**src/rtl/cs_bist_driver.sv**
```systemverilog
// -----------------------------------------------------------------------------
// cs_bist_driver
//   Self-test wrapper for the CS sliding-window block. After a start pulse it
//   holds CS in reset for DUT_RST_CYC cycles, streams N_PAT pseudo-random
//   samples (8-bit LFSR, x^8+x^6+x^5+x^4+1) one per cycle, then waits LAT
//   cycles for the last responses. Every valid Y is folded into a 32-bit
//   MISR. On entry to DONE the signature and capture count are compared
//   against GOLDEN_SIG and N_PAT-WIN+1 to form the pass flag.
//
// Ports
//   clk        in   single clock, posedge
//   reset      in   synchronous, active-low
//   start      in   1-cycle pulse, accepted in IDLE or DONE only
//   Y          in   10-bit CS output
//   X          out  8-bit CS input sample (registered)
//   dut_reset  out  CS reset, active-high (registered)
//   busy       out  high in DRST/STREAM/DRAIN
//   done       out  high in DONE
//   pass       out  result, registered on DONE entry
//   signature  out  current MISR value
//   cap_cnt    out  number of Y values captured this run (saturating)
// -----------------------------------------------------------------------------
module cs_bist_driver #(
    parameter int          N_PAT       = 2000,
    parameter int          WIN         = 9,
    parameter int          LAT         = 1,
    parameter int          DUT_RST_CYC = 2,
    parameter logic [7:0]  LFSR_SEED   = 8'hA5,
    parameter logic [31:0] SIG_INIT    = 32'hFFFFFFFF,
    parameter logic [31:0] GOLDEN_SIG  = 32'h0
) (
    input  logic        clk,
    input  logic        reset,
    input  logic        start,
    input  logic [9:0]  Y,
    output logic [7:0]  X,
    output logic        dut_reset,
    output logic        busy,
    output logic        done,
    output logic        pass,
    output logic [31:0] signature,
    output logic [15:0] cap_cnt
);

    // An all-zero seed would lock the LFSR up.
    localparam logic [7:0]  SEED     = (LFSR_SEED == 8'h00) ? 8'h01 : LFSR_SEED;
    localparam logic [15:0] CAP_GOAL = 16'(N_PAT - WIN + 1);

    typedef enum logic [2:0] {
        S_IDLE,
        S_DRST,
        S_STREAM,
        S_DRAIN,
        S_DONE
    } state_t;

    state_t            state, state_nxt;
    logic [31:0]       phase_cnt;
    logic [LAT-1:0]    vld_p;
    logic              start_acc;
    logic              cap_flag;
    logic              cap_fire;
    logic [31:0]       sig_nxt;
    logic [15:0]       cnt_nxt;

    function automatic logic [7:0] lfsr_step(input logic [7:0] x);
        return {x[6:0], x[7] ^ x[5] ^ x[4] ^ x[3]};
    endfunction

    function automatic logic [31:0] misr_step(input logic [31:0] s, input logic [9:0] y);
        return {s[30:0], s[31] ^ s[21] ^ s[1] ^ s[0]} ^ {22'b0, y};
    endfunction

    function automatic logic [15:0] sat_inc(input logic [15:0] c);
        return (c == 16'hFFFF) ? c : c + 16'd1;
    endfunction

    always_comb begin
        state_nxt = state;
        busy      = 1'b0;
        done      = 1'b0;
        start_acc = 1'b0;
        case (state)
            S_IDLE: begin
                if (start) begin
                    state_nxt = S_DRST;
                    start_acc = 1'b1;
                end
            end
            S_DRST: begin
                busy = 1'b1;
                if (phase_cnt == 32'(DUT_RST_CYC - 1)) state_nxt = S_STREAM;
            end
            S_STREAM: begin
                busy = 1'b1;
                if (phase_cnt == 32'(N_PAT - 1)) state_nxt = S_DRAIN;
            end
            S_DRAIN: begin
                busy = 1'b1;
                if (phase_cnt == 32'(LAT - 1)) state_nxt = S_DONE;
            end
            S_DONE: begin
                done = 1'b1;
                if (start) begin
                    state_nxt = S_DRST;
                    start_acc = 1'b1;
                end
            end
            default: state_nxt = S_IDLE;
        endcase
    end

    // Stage p0: sample index >= WIN-1 is the first with a full window.
    assign cap_flag = (state == S_STREAM) && (phase_cnt >= 32'(WIN - 1));

    // Stage p(LAT-1): the flag has caught up with the matching Y.
    assign cap_fire = vld_p[LAT-1];
    assign sig_nxt  = cap_fire ? misr_step(signature, Y) : signature;
    assign cnt_nxt  = cap_fire ? sat_inc(cap_cnt) : cap_cnt;

    always_ff @(posedge clk) begin
        if (!reset) begin
            state     <= S_IDLE;
            phase_cnt <= '0;
            vld_p     <= '0;
            X         <= SEED;
            dut_reset <= 1'b1;
            pass      <= 1'b0;
            signature <= SIG_INIT;
            cap_cnt   <= '0;
        end else begin
            state     <= state_nxt;
            // Phase counter restarts on every state change and idles at zero.
            phase_cnt <= (state_nxt != state || !busy) ? 32'd0 : phase_cnt + 32'd1;
            dut_reset <= !(state_nxt == S_STREAM || state_nxt == S_DRAIN);
            if (start_acc) begin
                X         <= SEED;
                signature <= SIG_INIT;
                cap_cnt   <= '0;
                pass      <= 1'b0;
                vld_p     <= '0;
            end else begin
                vld_p[0] <= cap_flag;
                for (int i = 1; i < LAT; i++) vld_p[i] <= vld_p[i-1];
                signature <= sig_nxt;
                cap_cnt   <= cnt_nxt;
                // Advance only while another sample follows, so the last one holds in DRAIN.
                if (state == S_STREAM && state_nxt == S_STREAM) X <= lfsr_step(X);
                // The final capture lands on the DONE-entry edge, so judge the next-state values.
                if (state == S_DRAIN && state_nxt == S_DONE)
                    pass <= (sig_nxt == GOLDEN_SIG) && (cnt_nxt == CAP_GOAL);
            end
        end
    end

endmodule

```
**config.mk**
```make
export PLATFORM = sky130hd
export DESIGN_NAME = cs_bist_driver
export DESIGN_NICKNAME = d
export VERILOG_FILES = /design/src/rtl/cs_bist_driver.sv
export SDC_FILE = /design/constraint.sdc
export NUM_CORES = 1
export LEC_CHECK = 0
export BUFFER_PORTS_ARGS = -buffer_cell sky130_fd_sc_hd__buf_2
export CORE_MARGIN = 5
export CORE_UTILIZATION = 60
export CTS_CLUSTER_DIAMETER = 120
export CTS_CLUSTER_SIZE = 25
export DETAILED_ROUTE_END_ITERATION = 10
export PLACE_DENSITY = 0.84
export REMOVE_ABC_BUFFERS = 1
export SYNTH_ARGS = -nofsm -noshare
export SYNTH_HDL_FRONTEND = slang
export SYNTH_SLANG_ARGS = --single-unit
```
**constraint.sdc**
```tcl
create_clock -name clk -period 4.6 [get_ports clk]
set_input_delay 0.69 -clock clk [delete_from_list [all_inputs] [get_ports clk]]
set_output_delay 0.69 -clock clk [all_outputs]
set_load 0.1 [all_outputs]
```
==> impl_metrics.env, run 1 <==
export IMPL_crit_start="phase_cnt[25]"
export IMPL_clkTransAtPathRegs_ns=0.09
export IMPL_cts_buffers=9
export IMPL_groute_usage_overall=0.217
export IMPL_cp_slowest_cell="nand3_1"
export IMPL_htreeDepth=3
export IMPL_ctsHoldBuffers=0
export IMPL_crit_type="reg2reg"
export IMPL_hold_path_startpoint="X[0]"
export IMPL_wl_per_cell_um=14.2
export IMPL_first_global_vias=3394
export IMPL_final_cell_mix="dfxtp_1, nor2_1, buf_2"
export IMPL_crit_fanout=32
export IMPL_outcome="finished clean"
export IMPL_finalSetupViolCount=0
export IMPL_crit_buf_inv=0
export IMPL_routed_via_count=3722
export IMPL_multiInputGateArea_um2=2370
export IMPL_portBuffers=72
export IMPL_nNetsFinal=586
export IMPL_hold_viol=0
export IMPL_overflow=0
export IMPL_initial_core_util=0.612
export IMPL_fin_skew_ns=0.00410
export IMPL_post_cts_buffers=0
export IMPL_cts_root_buffer="clkbuf_8"
export IMPL_diodes=0
export IMPL_drtPass1Iterations=4
export IMPL_power_density_nw_per_um2=307
export IMPL_antenna_found_initial=0
export IMPL_pin_count=73
export IMPL_finalInstanceArea_um2=5060
export IMPL_startpoint_type="register"
export IMPL_crit_required_ns=4.80
export IMPL_postLayoutCoreUtil=0.705
export IMPL_grt_pass1_wl_mm=15.8
export IMPL_fmax_ghz=0.365
export IMPL_rsz0062_at_grt="no"
export IMPL_seqCellArea_um2=1880
export IMPL_timing_final_crit_share=0.595
export IMPL_reg2reg_from="phase_cnt[25]"
export IMPL_die_h_um=95.6
export IMPL_crit_family="simple AND/OR/NAND/NOR gates"
export IMPL_fill_cells=579
export IMPL_dieArea_um2=9130
export IMPL_fp_dieW_um=95.6
export IMPL_avgSynthCellArea_um2=8.72
export IMPL_wl_mm=9.59
export IMPL_drt_iter0_drc=138
export IMPL_ys_seq_area_frac=0.428
export IMPL_placeableCoreArea_um2=7180
export IMPL_leakage_nw=1.85
export IMPL_timing_final_max_slew_violations=0
export IMPL_clock_sinks=94
export IMPL_syn_area_um2=4390
export IMPL_cts_buffer_depth=2
export IMPL_synth_ff_type="dfxtp_1"
export IMPL_finalSetupTns_ns=0
export IMPL_end_kind="register"
export IMPL_netlist_cell_type_count=50
export IMPL_post_route_cells_drive_above_1_share=0.181
export IMPL_cp_cell_sequence="nor4_1 -> nand4_1 -> nor4_2 -> a211o_1 -> o21ai_1 -> nand3_1 -> nor2_1"
export IMPL_min_period_ns=2.74
export IMPL_fin_cells=673
export IMPL_place_area_um2=4800
export IMPL_dp_cells=657
export IMPL_max_stage_delay_ns=0.81
export IMPL_layout_area_overhead_vs_synth_pct=15.2
export IMPL_ys_seq_elements=94
export IMPL_whs_ns=0.502
export IMPL_final_common_cell="dfxtp_1"
export IMPL_drtAntennaViolNets=0
export IMPL_grt_start_max_net_pins=50
export IMPL_worst_pin_slew_ns=1.19
export IMPL_yosysWarningCount=0
export IMPL_ys_async_sr_fraction=0
export IMPL_synth_edff_count=0
export IMPL_gp_congestion=0.850
export IMPL_tritoncts="done"
export IMPL_num_rows=31
export IMPL_viasPerCell=5.53
export IMPL_hold_class="reg2reg"
export IMPL_cap_violations=0
export IMPL_dp_hpwl_mm=6.97
export IMPL_drcViolationCount=0
export IMPL_relSlewSlack=0.204
export IMPL_cts_resized=0
export IMPL_worstPathArrival_ns=2.94
export IMPL_ir_worst_vdd_mv=0.165
export IMPL_clk_latency_ns=0.36
export IMPL_postSynthCellCount=504
==> worst paths after layout <==
path                        to  cells past startpoint  slack, ns
setup / recovery  phase_cnt[7]                      7       1.86
hold / removal            X[0]                      2       0.50
setup reg to reg  phase_cnt[7]                      7       1.86
hold reg to reg           X[0]                      2       0.50
==> cell type report <==
class / instances / share of cell area
tap: 99 / 0.0245
multi-input combinational: 377 / 0.469
clock inverter: 6 / 0.0232
sequential: 94 / 0.372
clock buffer: 10 / 0.0272
inverter: 13 / 0.00964
timing repair buffer: 74 / 0.0742
==> synth_stat cells (all sizes together) (6+ instances only) <==
cell	instances	area, um^2
nor2	72	270
xnor2	41	359
mux2i	32	320
nor3	10	50.1
o21ai	14	70.1
and3	10	62.6
nand2	68	258
buf	11	53.8
nand2b	6	37.5
dfxtp	94	1880
nand3	28	140
nand4	17	136
clkbuf	9	35.0
nor4	19	138
xor2	19	166
inv	13	48.8
==> metrics by stage <==
| stage | total power, mW | setup WS (ns) |
|---|---|---|
| floorplan | 0.876 | 1.55 |
| global placement | 0.893 | 2.04 |
| detailed placement | 0.895 | 1.87 |
| CTS | 1.56 | 1.84 |
| global route | 1.61 | 1.58 |
| finish | 1.56 | 1.86 |
==> per-layer routing <==
layer | GRT usage | wire length, um | vias up | part of all wire
met1 | 0.275 | 4240 | 1751 | 0.44
met4 | 0.120 | 324 | 0 | 0.034
met3 | 0.0339 | 427 | 27 | 0.045
met2 | 0.353 | 4600 | 92 | 0.48
met5 | 0 | 0 | - | 0
li1 | - | - | 1852 | -
==> flip-flops by register name, summed over array words and instances, names as in the netlist <==
signal / flops
X: 8
cap_cnt: 16
cap_fire: 1
dut_reset: 1
pass: 1
phase_cnt: 32
signature: 32
state: 3
==> where the power goes <==
part	leakage, nW	internal (mW)	switching, mW
Clock	0.125	0.381	0.300
Combinational	0.964	0.0161	0.0410
Sequential	0.759	0.815	0.00338
==> cell families after synthesis <==
| kind of cell | after synthesis | synth area share |
|---|---|---|
| DFF | 94 | 0.428 |
| adders and majority gates | 4 | 0.0114 |
| buffers and inverters | 33 | 0.0313 |
| and+or+nand+nor | 250 | 0.285 |
| muxes | 33 | 0.0755 |
| xor gates and xnor gates | 60 | 0.120 |
| AOI/OAI and AO/OA | 30 | 0.0493 |
==> worst reg2reg max path, stage by stage (launching register included) <==
cell	delay, ns
dfxtp_1	0.36
nor4_1	0.30
nand4_1	0.24
nor4_2	0.45
a211o_1	0.21
o21ai_1	0.07
nand3_1	0.81
nor2_1	0.15
No activity file was read; power rests on OpenSTA's default activity.
==> run 2: changes to the inputs <==
--- a/config.mk
+++ b/config.mk
@@ -7,11 +7,11 @@
 export LEC_CHECK = 0
 export BUFFER_PORTS_ARGS = -buffer_cell sky130_fd_sc_hd__buf_2
 export CORE_MARGIN = 5
-export CORE_UTILIZATION = 60
+export CORE_UTILIZATION = 51
 export CTS_CLUSTER_DIAMETER = 120
 export CTS_CLUSTER_SIZE = 25
 export DETAILED_ROUTE_END_ITERATION = 10
-export PLACE_DENSITY = 0.84
+export PLACE_DENSITY = 0.76
 export REMOVE_ABC_BUFFERS = 1
 export SYNTH_ARGS = -nofsm -noshare
 export SYNTH_HDL_FRONTEND = slang
==> constraint.sdc (replaced) <==
create_clock -name clk -period 2.3 [get_ports clk]
set_input_delay 0.345 -clock clk [delete_from_list [all_inputs] [get_ports clk]]
set_output_delay 0.345 -clock clk [all_outputs]
set_load 0.1 [all_outputs]
==> impl_metrics.env, run 2 (synthesis gave the netlist of run 1 again) <==
export IMPL_crit_path_frequent_cell="mux2i_1"
export IMPL_clk_latency_ns=0.35
export IMPL_diodes=0
export IMPL_wl_met1_mm=4.41
export IMPL_largestRegisters="phase_cnt: 32 flops, signature: 32 flops, cap_cnt: 16 flops"
export IMPL_end_kind="register"
export IMPL_max_stage_delay_ns=0.38
export IMPL_wl_per_cell_um=14.3
export IMPL_hold_viol=0
export IMPL_r2r_cells=8
export IMPL_finalSetupViolCount=0
export IMPL_drcViolationCount=0
export IMPL_cp_depth=8
export IMPL_seqPwrFrac=0.574
export IMPL_clkPwrFrac=0.383
export IMPL_fill_cells=725
export IMPL_outcome="finished clean"
export IMPL_cts_buffer_depth=2
export IMPL_timing_final_max_slew_violations=0
export IMPL_min_period_ns=2.12
export IMPL_groute_usage_overall=0.194
export IMPL_cap_violations=0
export IMPL_crit_required_ns=2.59
export IMPL_clkTransAtPathRegs_ns=0.09
export IMPL_cp_cell_sequence="ha_2 -> nand4_1 -> or2_1 -> nor3_2 -> mux2i_1 -> and4_4 -> o2111ai_2 -> mux2i_1"
export IMPL_wl_met2_mm=4.98
export IMPL_post_route_cells_drive_above_1_share=0.212
export IMPL_finalSetupTns_ns=0
export IMPL_ir_worst_vdd_mv=0.278
export IMPL_tritoncts="done"
export IMPL_wl_met3_um=412
export IMPL_place_area_um2=4940
export IMPL_die_h_um=103
export IMPL_rsz0062_at_grt="no"
export IMPL_pin_count=73
export IMPL_reg2reg_from="cap_cnt[1]"
export IMPL_grt_start_max_net_pins=33
export IMPL_hold_class="in2reg"
export IMPL_fmax_ghz=0.471
export IMPL_crit_buf_inv=0
export IMPL_cp_slowest_cell="dfxtp_2"
export IMPL_startpoint_type="register"
export IMPL_worst_pin_slew_ns=0.510
export IMPL_first_global_vias=3578
export IMPL_crit_type="reg2reg"
export IMPL_p_switching_mw=0.651
export IMPL_viasPerCell=5.31
export IMPL_placeableCoreArea_um2=8300
export IMPL_htreeDepth=3
export IMPL_overflow=0
export IMPL_drtPass1Iterations=4
export IMPL_drt_iter0_drc=132
export IMPL_fin_skew_ns=0.0120
export IMPL_p_int_mw=2.20
export IMPL_r2r_setup_slack_ns=0.18
export IMPL_portBuffers=72
export IMPL_cts_buffers=9
export IMPL_routed_via_count=3694
export IMPL_nNetsFinal=603
export IMPL_timing_final_crit_share=0.923
export IMPL_final_cell_mix="dfxtp_1, nor2_1, buf_2"
export IMPL_relSlewSlack=0.662
export IMPL_layout_area_overhead_vs_synth_pct=17.8
export IMPL_drtAntennaViolNets=0
export IMPL_antenna_found_initial=0
export IMPL_finalPower_mw=2.85
export IMPL_gp_congestion=0.832
export IMPL_final_common_cell="dfxtp_1"
export IMPL_crit_path_end="pass"
export IMPL_initial_core_util=0.529
export IMPL_crit_family="simple AND/OR/NAND/NOR gates"
export IMPL_fp_dieW_um=103
export IMPL_dp_hpwl_mm=7.29
export IMPL_grt_pass1_wl_mm=16.5
export IMPL_worstPathArrival_ns=2.41
export IMPL_clock_sinks=94
export IMPL_wl_mm=9.94
export IMPL_crit_fanout=5
export IMPL_cts_root_buffer="clkbuf_8"
export IMPL_leakage_nw=1.91
export IMPL_dieArea_um2=10600
export IMPL_finalInstanceArea_um2=5170
export IMPL_crit_start="cap_cnt[1]"
export IMPL_num_rows=33
export IMPL_switching_share=0.228
export IMPL_combPwrFrac=0.043
export IMPL_highest_layer="met4"
export IMPL_power_density_nw_per_um2=551
export IMPL_reg2reg_to="pass"
## run 2: how the worst min path moves through the flow
stage | cells after the start | to | from | slack (ns)
after floorplan | 1 | signature[17] | reset | 0.43
after global placement | 2 | pass | pass | 0.46
after detailed placement | 2 | pass | pass | 0.48
after CTS | 3 | state[2] | start | 0.24
after global routing | 3 | state[2] | start | 0.27
final | 3 | state[2] | start | 0.26
## run 2: metrics by stage
stage	setup slack [ns]	std cells	utilization	hold WS, ns
floorplan	-0.746	484	-	0.434
global placement	0.181	678	0.595	0.464
detailed placement	0.133	678	0.595	0.480
CTS	0.101	694	0.619	0.241
global route	0.00164	696	0.623	0.268
finish	0.176	696	0.623	0.256
## run 2: layout make-up
class	count	area, um^2	share of cell area
clock buffers	11	141	0.0273
clock inverters	5	58.8	0.0114
flip-flops and latches	94	1880	0.364
repair buffers	91	515	0.0996
inverters	13	48.8	0.00943
multi-input cells	377	2390	0.463
well taps	105	131	0.0254
## run 2: power by group through the flow
stage                     clock, mW  sequential (mW)  combinational [mW]
final                          1.09             1.64               0.122
after global routing           1.20             1.64               0.132
after CTS                      1.13             1.64               0.122
after detailed placement          0             1.68               0.121
after global placement            0             1.67               0.120
after floorplan                   0             1.68              0.0702
## run 2: what timing repair did
| action | in CTS | in global routing |
|---|---|---|
| resized for setup | 0 | 6 |
| buffers inserted | 0 | 2 |
| endpoints found under the setup margin | 0 | 1 |
| hold buffers | 0 | 0 |
## run 2: routing by layer
layer	global-route usage	up-vias
met1	0.241	1736
met3	0.0277	13
met2	0.344	66
met5	0	-
li1	-	1879
met4	0.0647	0
## run 2: worst reg2reg max path, cell delays in order, from the launching register on
cell and delay (ns):
dfxtp_2 0.38, ha_2 0.24, nand4_1 0.14, or2_1 0.29
nor3_2 0.21, mux2i_1 0.30, and4_4 0.27, o2111ai_2 0.11
mux2i_1 0.13
